<file path="config.mk">
export PLATFORM = sky130hd
export DESIGN_NAME = spike_encoder
export DESIGN_NICKNAME = d
export VERILOG_FILES = /design/src/rtl/snn_pkg.sv /design/src/rtl/spike_lane.sv /design/src/rtl/spike_encoder.sv
export SDC_FILE = /design/constraint.sdc
export NUM_CORES = 1
export LEC_CHECK = 0
export BUFFER_PORTS_ARGS = -buffer_cell sky130_fd_sc_hd__buf_2
export CAP_MARGIN = 20
export CORE_MARGIN = 2
export CORE_UTILIZATION = 45
export DETAILED_ROUTE_END_ITERATION = 16
export PLACE_DENSITY = 0.66
export SYNTH_ARGS = -nofsm -noshare
export SYNTH_HDL_FRONTEND = slang
export SYNTH_HIERARCHICAL = 1
export SYNTH_SLANG_ARGS = --single-unit
</file>
<file path="constraint.sdc">
create_clock -name clk -period 6.6 [get_ports clk]
set_input_delay 0.33 -clock clk [delete_from_list [all_inputs] [get_ports clk]]
set_output_delay 0.33 -clock clk [all_outputs]
set_load 0.01 [all_outputs]
</file>
<file path="src/rtl/snn_pkg.sv">
// Shared SNN constants and the encoder state type, used by the spike encoder
// and the spike-counting output layer.
package snn_pkg;

  localparam int unsigned DEF_INPUT_SIZE  = 16;
  localparam int unsigned DEF_PIXEL_WIDTH = 8;
  localparam int unsigned DEF_NUM_STEPS   = 32;
  localparam logic [15:0] DEF_LFSR_SEED   = 16'hACE1;

  typedef enum logic [1:0] {
    IDLE  = 2'd0,
    RUN   = 2'd1,
    DRAIN = 2'd2
  } enc_state_t;

endpackage

</file>
<file path="src/rtl/spike_lane.sv">
// One encoder channel: latched pixel, sigma-delta accumulator (or LFSR
// comparator when SPIKE_ENC_LFSR_EN is defined) and the registered spike bit.
module spike_lane
  import snn_pkg::*;
#(
  parameter int unsigned PIXEL_WIDTH = DEF_PIXEL_WIDTH
) (
  input  logic                   clk,
  input  logic                   rst,
  input  logic                   load,
  input  logic                   run,
  input  logic [PIXEL_WIDTH-1:0] pixel,
`ifdef SPIKE_ENC_LFSR_EN
  input  logic [PIXEL_WIDTH-1:0] rnd,
`endif
  output logic                   spike
);

  logic [PIXEL_WIDTH-1:0] pix_reg;

`ifdef SPIKE_ENC_LFSR_EN

  // Latch pixel on accept; per step spike when the pixel beats the random draw.
  always_ff @(posedge clk) begin
    if (rst) begin
      pix_reg <= '0;
      spike   <= 1'b0;
    end else if (load) begin
      pix_reg <= pixel;
      spike   <= 1'b0;
    end else if (run) begin
      spike   <= (pix_reg > rnd);
    end else begin
      spike   <= 1'b0;
    end
  end

`else

  logic [PIXEL_WIDTH-1:0] acc;
  logic [PIXEL_WIDTH:0]   sum;

  // Accumulator plus pixel; the carry out is the spike.
  always_comb begin
    sum = {1'b0, acc} + {1'b0, pix_reg};
  end

  // Latch pixel and clear accumulator on accept; integrate each RUN step.
  always_ff @(posedge clk) begin
    if (rst) begin
      pix_reg <= '0;
      acc     <= '0;
      spike   <= 1'b0;
    end else if (load) begin
      pix_reg <= pixel;
      acc     <= '0;
      spike   <= 1'b0;
    end else if (run) begin
      spike   <= sum[PIXEL_WIDTH];
      acc     <= sum[PIXEL_WIDTH-1:0];
    end else begin
      spike   <= 1'b0;
    end
  end

`endif

endmodule

</file>
<file path="src/rtl/spike_encoder.sv">
// Rate-coding input layer: accepts a pixel frame, emits NUM_STEPS spike
// vectors, then drains for one cycle. Define SPIKE_ENC_LFSR_EN for
// stochastic (LFSR) coding instead of the default sigma-delta coding.
module spike_encoder
  import snn_pkg::*;
#(
  parameter int unsigned INPUT_SIZE  = DEF_INPUT_SIZE,
  parameter int unsigned PIXEL_WIDTH = DEF_PIXEL_WIDTH,
  parameter int unsigned NUM_STEPS   = DEF_NUM_STEPS,
  parameter int unsigned STEP_WIDTH  = $clog2(NUM_STEPS),
  parameter logic [15:0] LFSR_SEED   = DEF_LFSR_SEED
) (
  input  logic                              clk,
  input  logic                              rst,
  input  logic [INPUT_SIZE*PIXEL_WIDTH-1:0] pixel_in,
  input  logic                              pixel_valid,
  output logic                              pixel_ready,
  input  logic                              abort,
  output logic [INPUT_SIZE-1:0]             spike,
  output logic                              out_valid,
  output logic [STEP_WIDTH-1:0]             step_idx,
  output logic                              frame_done
);

  localparam logic [STEP_WIDTH-1:0] LAST_STEP = STEP_WIDTH'(NUM_STEPS - 1);

  enc_state_t            state, state_nxt;
  logic                  load, run;
  logic [STEP_WIDTH-1:0] cnt;

  // Next-state decode; abort in RUN returns straight to IDLE with no drain.
  always_comb begin
    state_nxt   = state;
    load        = 1'b0;
    run         = 1'b0;
    pixel_ready = 1'b0;
    case (state)
      IDLE: begin
        pixel_ready = 1'b1;
        if (pixel_valid) begin
          load      = 1'b1;
          state_nxt = RUN;
        end
      end
      RUN: begin
        if (abort) begin
          state_nxt = IDLE;
        end else begin
          run = 1'b1;
          if (cnt == LAST_STEP) state_nxt = DRAIN;
        end
      end
      DRAIN:   state_nxt = IDLE;
      default: state_nxt = IDLE;
    endcase
  end

  // State register.
  always_ff @(posedge clk) begin
    if (rst) state <= IDLE;
    else     state <= state_nxt;
  end

  // Step counter and registered framing outputs.
  always_ff @(posedge clk) begin
    if (rst) begin
      cnt        <= '0;
      out_valid  <= 1'b0;
      step_idx   <= '0;
      frame_done <= 1'b0;
    end else begin
      frame_done <= (state == DRAIN);
      if (load) cnt <= '0;
      if (run) begin
        out_valid <= 1'b1;
        step_idx  <= cnt;
        if (cnt != LAST_STEP) cnt <= cnt + 1'b1;
      end else begin
        out_valid <= 1'b0;
        step_idx  <= '0;
      end
    end
  end

`ifdef SPIKE_ENC_LFSR_EN
  logic [15:0] lfsr;

  // Galois LFSR (taps 16,14,13,11), advancing once per RUN cycle, never reseeded per frame.
  always_ff @(posedge clk) begin
    if (rst) lfsr <= LFSR_SEED;
    else if (state == RUN) lfsr <= {1'b0, lfsr[15:1]} ^ ({16{lfsr[0]}} & 16'hB400);
  end
`endif

  for (genvar i = 0; i < INPUT_SIZE; i++) begin : g_lane
`ifdef SPIKE_ENC_LFSR_EN
    localparam int unsigned ROT = i % 16;
    logic [15:0] rot;
    // Each lane sees the LFSR rotated left by its index to decorrelate lanes.
    if (ROT == 0) begin : g_norot
      assign rot = lfsr;
    end else begin : g_rot
      assign rot = {lfsr[15-ROT:0], lfsr[15:16-ROT]};
    end
`endif
    spike_lane #(
      .PIXEL_WIDTH(PIXEL_WIDTH)
    ) u_lane (
      .clk  (clk),
      .rst  (rst),
      .load (load),
      .run  (run),
      .pixel(pixel_in[i*PIXEL_WIDTH +: PIXEL_WIDTH]),
`ifdef SPIKE_ENC_LFSR_EN
      .rnd  (rot[PIXEL_WIDTH-1:0]),
`endif
      .spike(spike[i])
    );
  end

endmodule
</file>
======== Word level (Yosys, flattened, before mapping) ========
Cells that the tools add are included.
operators by class
  $add $sub $neg .......................... 17
  multipliers ............................. 0
  order comparisons ....................... 0
  reductions and logical operators ........ 5
  muxes and demuxes ....................... 13
  bitwise logic cells ..................... 1
  shift-type cells ........................ 0
  div/mod/pow operators ................... 0
  equal/unequal tests ..................... 6
operators with widths
  kind                                                              number
  8-bit by 8-bit adder with 9-bit output                            16
  5-bit two-way mux                                                 3
  1-bit two-way mux                                                 6
  2-bit two-way mux                                                 3
  5-bit by 1-bit adder with 5-bit output (second input constant)    1
  5-bit == test (second input constant)                             1
  5-bit inequality test (second input constant)                     1
  2-bit case mux with 2 select lines                                1
  2-bit OR reduction                                                2
  3-bit inequality test (second input constant)                     1
  3-bit OR reduction                                                1
  2-bit by 1-bit == test with 1-bit output (second input constant)  1
  2-bit == test (second input constant)                             1
  2-bit logical NOT                                                 1
  2-bit inequality test (second input constant)                     1
  2-bit AND reduction                                               1
  1-bit NOT                                                         1
word-level totals
  input port bits ......................... 132
  memory bits (read-only) ................. 0
  register bits after elaboration ......... 286
  bits in writable memories ............... 0
  memories ................................ 0
  output and inout port bits .............. 24
  bits in latches ......................... 0

======== Logic depth before layout (Yosys ltp) ========
  depth after elaboration ................. 5
  mapped depth ............................ 7
  mapped depth without buffers ............ 6

======== Cells and area by module ========
The synthesis kept the hierarchy.
by module, submodules not included
  module                              cells an instance  area each (sq um)  instances
  spike_lane (g_lane[0].u_lane ...)   101                957.2              13
  spike_lane (g_lane[12].u_lane ...)  101                964.7              3
  spike_encoder                       44                 555.5              1

======== Least setup slack after synthesis ========
Ideal clock, no wire load.
  path kind ............................... register -> register
  start ................................... reg state[1]
  end ..................................... reg g_lane[12].u_lane.acc[7]
  library setup time ...................... 0.062 ns
  path buffers ............................ 0
  stages on the path, launching flop included .. 5
  path slack .............................. 0.045 ns
  period minus slack after synthesis ...... 6.555 ns
  arrival time ............................ 6.493 ns
  cell sequence ........................... dfxtp_1 nor3b_1 nor3b_2 o21ai_0 nand3_1
RTL lines
  item                                      RTL line             RTL
  start, declared                           spike_encoder.sv:27  enc_state_t state, state_nxt;
  start signal, assigned                    spike_encoder.sv:61  else state <= state_nxt;
  2-bit by 1-bit == test with 1-bit output  spike_encoder.sv:37  case (state)
  1-bit two-way mux                         spike_encoder.sv:37
  net run                                   spike_encoder.sv:28  logic load, run;
  end signal, assigned                      spike_lane.sv:60     acc <= sum[PIXEL_WIDTH-1:0];
  end, declared                             spike_lane.sv:40     logic [PIXEL_WIDTH-1:0] acc;
The timed path passes the listed nets, and every way through them passes these cells.
A chain may end at the register's enable or synchronous reset.

======== Worst setup path after layout ========
  start ................................... reg state[0]
  end ..................................... reg g_lane[0].u_lane.acc[5]
RTL lines
  item                                      RTL line
  2-bit by 1-bit == test with 1-bit output  spike_encoder.sv:37
  1-bit two-way mux                         spike_encoder.sv:37
  net run                                   spike_encoder.sv:28
  end signal, assigned                      spike_lane.sv:60
  end, declared                             spike_lane.sv:40
The timed path passes the listed nets, and every way through them passes these cells.

==> impl_metrics.toml <==
[status]
result_of_the_run = "complete, no violations"

[critical_path]
cp_num_cells = 6
cpMaxStageDelayCell = "sky130_fd_sc_hd__buf_4"
start_of_the_worst_register_to_register_path = "state[0]"
worst_setup_path_start_kind = "register"
worstPathCellList = "nor3b_2 > buf_4 > buf_4 > nand3_1 > or3_1 > nand3_1"
arr_time_crit_path_ns = 3.30
worst_r2r_endpoint = "g_lane[0].u_lane/acc[5]"
critical_path.top_delay_family = "buffers and inverters"
setup.worst_path.end_class = "register"
crit_fanout = 109
critical_path.max_stage_delay_ns = 0.87
timing_worst_setup_path_type = "reg2reg"
critPathBufInv = 2
worst_ep_required_time_ns = 7.06
timing.reg2reg.setup_slack_ns = 3.76
reg2regPathDepth = 6

[floorplanning]
start_util_pct = 45.9
dieArea_mm2 = 0.0368
floorplan.die.height_um = 192
fp-row-count = 68
area_of_the_placeable_core_mm2 = 0.0346
die_w_um = 192
boundaryPins = 156

[detailed_routing]
drt-total-wl_mm = 32.5
drcViolationCount = 0
detailedRoute.firstIterationViolations = 541
routedWlPerCell_um = 14.3
first_pass_iters = 7
vias = 12300
avgViaCountPerCell = 5.39
final_antenna_net_count = 0

[sta]
timing.slew.headroom_pct = 30.5
maxClockFrequency_mhz = 353
final.setup.tns_ns = 0
fin_skew_ns = 0.0146
finalCriticalPeriod_ns = 2.84
setup_viol_count_final = 0
finalWorstSetupSlack_ns = 3.76
finalMaxSlewViolations = 0
grt_setup_unrepaired = "no"
timing.final.hold_violations = 0
tightest_slew_ns = 1.04
share_of_the_cycle_needed_by_the_critical_path_after_routing_pct = 43.0

[global_routing]
global_route_wire_length_before_repair_mm = 55.7
antenna_violations_before_repair = 0
grt.overflow.total = 0
maximum_number_of_pins_on_one_net_before_global_route_repair = 110
grt_usage_pct = 17.9
via_count_of_the_first_global_routing_pass = 12000

[min_path]
holdCritStartpoint = "pixel_in[37]"
worstHoldEndpoint = "g_lane[4].u_lane/pix_reg[5]"
worst_hold_path_type = "in2reg"
min_path_cells = 3

[pwr]
p_int_mw = 3.16
sw_frac_of_total_pct = 24.5
total_switching_power_mw = 1.03
power.clock.fraction_pct = 46.1
leakage_nw = 7.74
power.total_mw = 4.19
ir_worst_vdd_uv = 227
p_per_area_mw_per_mm2 = 233
seqPwrFrac_pct = 43.7
comb_power_share_pct = 10.2

[synthesis]
yosysUniqueCellTypes = 41
syn_warnings = 6
synth_top_cells_by_area = "sky130_fd_sc_hd__dfxtp_1 36%, sky130_fd_sc_hd__ha_1 10%, sky130_fd_sc_hd__mux2i_1 10%, sky130_fd_sc_hd__nor2_1 5.4%, sky130_fd_sc_hd__o21ai_0 3.3%"
post-synth-top-area-fraction_pct = 36.0
cell_type_with_the_largest_total_area_after_synthesis = "sky130_fd_sc_hd__dfxtp_1"
syn_nets = 1938
number_of_synthesized_register_bits = 286
syn_inst = 1660
post_synth.cell_area_avg_um2 = 9.57
netlist_area_mm2 = 0.0159
synth_sequential_area_ratio_pct = 36.0

[place]
numPortBuffers = 155
dp.final_hpwl_mm = 22.4
post-place-ws_ns = 3.76
gp_congestion = 0.801

[cts]
clock_tree.htree_level_count = 2
holdBufCountCts = 0
root_driver = "sky130_fd_sc_hd__clkbuf_16"
tritoncts_buffer_count = 35
tritoncts = "done"
postCtsResizedCells = 0
clkTransAtPathRegs_ns = 0.06
worst_skew_pair.late_latency_ns = 0.53
post_cts_buffers = 0
clkSinkCount = 286
cts-root-to-sink-buffers = 3

[layout]
syn2layout_area_growth_pct = 13.1
drive_gt1_share_pct = 17.7
n_antenna_cell = 0
final_nets = 2073

[flow_run]
cap_viol_max_count = 0
[power by group through the flow]
| stage | Clock [mW] | Combinational [mW] | Sequential [mW] |
|---|---|---|---|
| floorplan | 0 | 0.353 | 1.85 |
| global placement | 0 | 0.418 | 1.87 |
| detailed placement | 0 | 0.428 | 1.87 |
| CTS | 2.00 | 0.432 | 1.83 |
| global route | 2.06 | 0.478 | 1.84 |
| finish | 1.93 | 0.427 | 1.83 |
[cells in the mapped netlist]
cell type and number:
sky130_fd_sc_hd__a211o_1 18, sky130_fd_sc_hd__a211oi_1 48, sky130_fd_sc_hd__a211oi_2 16, sky130_fd_sc_hd__a21o_1 3, sky130_fd_sc_hd__a21o_2 13, sky130_fd_sc_hd__a21oi_1 97, sky130_fd_sc_hd__a21oi_2 16, sky130_fd_sc_hd__a22o_1 2
sky130_fd_sc_hd__and2_2 6, sky130_fd_sc_hd__and2b_1 1, sky130_fd_sc_hd__and3_1 18, sky130_fd_sc_hd__and4b_1 16, sky130_fd_sc_hd__and4bb_1 2, sky130_fd_sc_hd__buf_2 13, sky130_fd_sc_hd__buf_6 32, sky130_fd_sc_hd__clkbuf_1 16
sky130_fd_sc_hd__clkbuf_8 3, sky130_fd_sc_hd__dfxtp_1 286, sky130_fd_sc_hd__fa_1 16, sky130_fd_sc_hd__ha_1 130, sky130_fd_sc_hd__inv_1 17, sky130_fd_sc_hd__mux2_4 1, sky130_fd_sc_hd__mux2i_1 160, sky130_fd_sc_hd__nand2_1 32
sky130_fd_sc_hd__nand2b_1 32, sky130_fd_sc_hd__nand3_1 81, sky130_fd_sc_hd__nand3b_1 48, sky130_fd_sc_hd__nor2_1 227, sky130_fd_sc_hd__nor2_4 16, sky130_fd_sc_hd__nor3_2 1, sky130_fd_sc_hd__nor3b_1 2, sky130_fd_sc_hd__nor3b_2 33
sky130_fd_sc_hd__nor4b_4 2, sky130_fd_sc_hd__o211ai_1 32, sky130_fd_sc_hd__o21a_1 16, sky130_fd_sc_hd__o21ai_0 106, sky130_fd_sc_hd__o21ai_1 22, sky130_fd_sc_hd__o21bai_1 16, sky130_fd_sc_hd__or2_1 16, sky130_fd_sc_hd__or3_1 32
sky130_fd_sc_hd__xnor2_1 16
[logic make-up (layout without fill, tap and decap cells)]
family	after synthesis	count (layout)	share of synthesized area (%)
flip-flops	286	286	36.0
XOR/XNOR	16	16	0.882
multiplexers	161	161	10.2
AND/OR/NAND/NOR	565	565	20.5
buffers and inverters	81	242	3.72
AO/OA/AOI/OAI	405	405	16.5
adder cells (fa/ha/maj)	146	146	12.3
[worst reg2reg max path: stages, from the launching register on]
cell and delay (ns):
sky130_fd_sc_hd__dfxtp_1 0.47, sky130_fd_sc_hd__nor3b_2 0.21, sky130_fd_sc_hd__buf_4 0.55, sky130_fd_sc_hd__buf_4 0.88
sky130_fd_sc_hd__nand3_1 0.24, sky130_fd_sc_hd__or3_1 0.36, sky130_fd_sc_hd__nand3_1 0.08
[metrics by stage]
stage,instance area (um^2),instances,utilization (%),hold WS (ns)
2_1_floorplan,15900,1660,-,0.399
3_3_place_gp,16800,2213,48.5,0.458
3_5_place_dp,16800,2213,48.5,0.466
4_1_cts,18000,2276,51.9,0.0128
5_1_grt,18000,2276,51.9,0.0362
6_report,18000,2276,51.9,0.0380
[area by class of cell]
cell class / instances / area, um^2
clock inverters: 11 / 116
clock buffers: 52 / 1050
flip-flops and latches: 286 / 5730
repair buffers: 162 / 860
multi-input cells: 1293 / 9590
fillers: 3219 / 16700
well taps: 455 / 569
inverters: 17 / 63.8
[layer usage]
| layer | vias up | part of all wire (%) | track usage [%] |
|---|---|---|---|
| met5 | - | 0 | 0 |
| met4 | 0 | 1.8 | 4.82 |
| met3 | 41 | 4.5 | 3.22 |
| met2 | 203 | 46 | 30.1 |
| met1 | 5663 | 48 | 23.6 |
| li1 | 6357 | - | - |
[cell usage in the layout, fill, tap and decap left out, types with 17 or more instances in the layout]
master                      count
sky130_fd_sc_hd__clkbuf_16     37
sky130_fd_sc_hd__inv_1         17
sky130_fd_sc_hd__nand3_1       81
sky130_fd_sc_hd__nor3b_2       33
sky130_fd_sc_hd__mux2i_1      160
sky130_fd_sc_hd__a211oi_1      48
sky130_fd_sc_hd__nand2b_1      32
sky130_fd_sc_hd__a211o_1       18
sky130_fd_sc_hd__o211ai_1      32
sky130_fd_sc_hd__a21oi_1       97
sky130_fd_sc_hd__dfxtp_1      286
sky130_fd_sc_hd__ha_1         130
sky130_fd_sc_hd__o21ai_1       22
sky130_fd_sc_hd__and3_1        18
sky130_fd_sc_hd__nor2_1       227
sky130_fd_sc_hd__nand3b_1      48
sky130_fd_sc_hd__buf_2        154
sky130_fd_sc_hd__or3_1         32
sky130_fd_sc_hd__o21ai_0      106
sky130_fd_sc_hd__nand2_1       32
[how the worst max path moves through the flow]
stage	start	end	slack, ns
3_5_place_dp	state[1]	g_lane[14].u_lane/acc[5]	3.76
2_1_floorplan	state[1]	g_lane[12].u_lane/acc[7]	0.05
6_report	state[0]	g_lane[0].u_lane/acc[5]	3.76
3_3_place_gp	state[1]	g_lane[4].u_lane/acc[7]	3.86
4_1_cts	state[1]	g_lane[14].u_lane/acc[5]	3.76
5_1_grt	state[0]	g_lane[13].u_lane/acc[5]	3.51
Note: power is estimated with default switching activity, not from simulation.
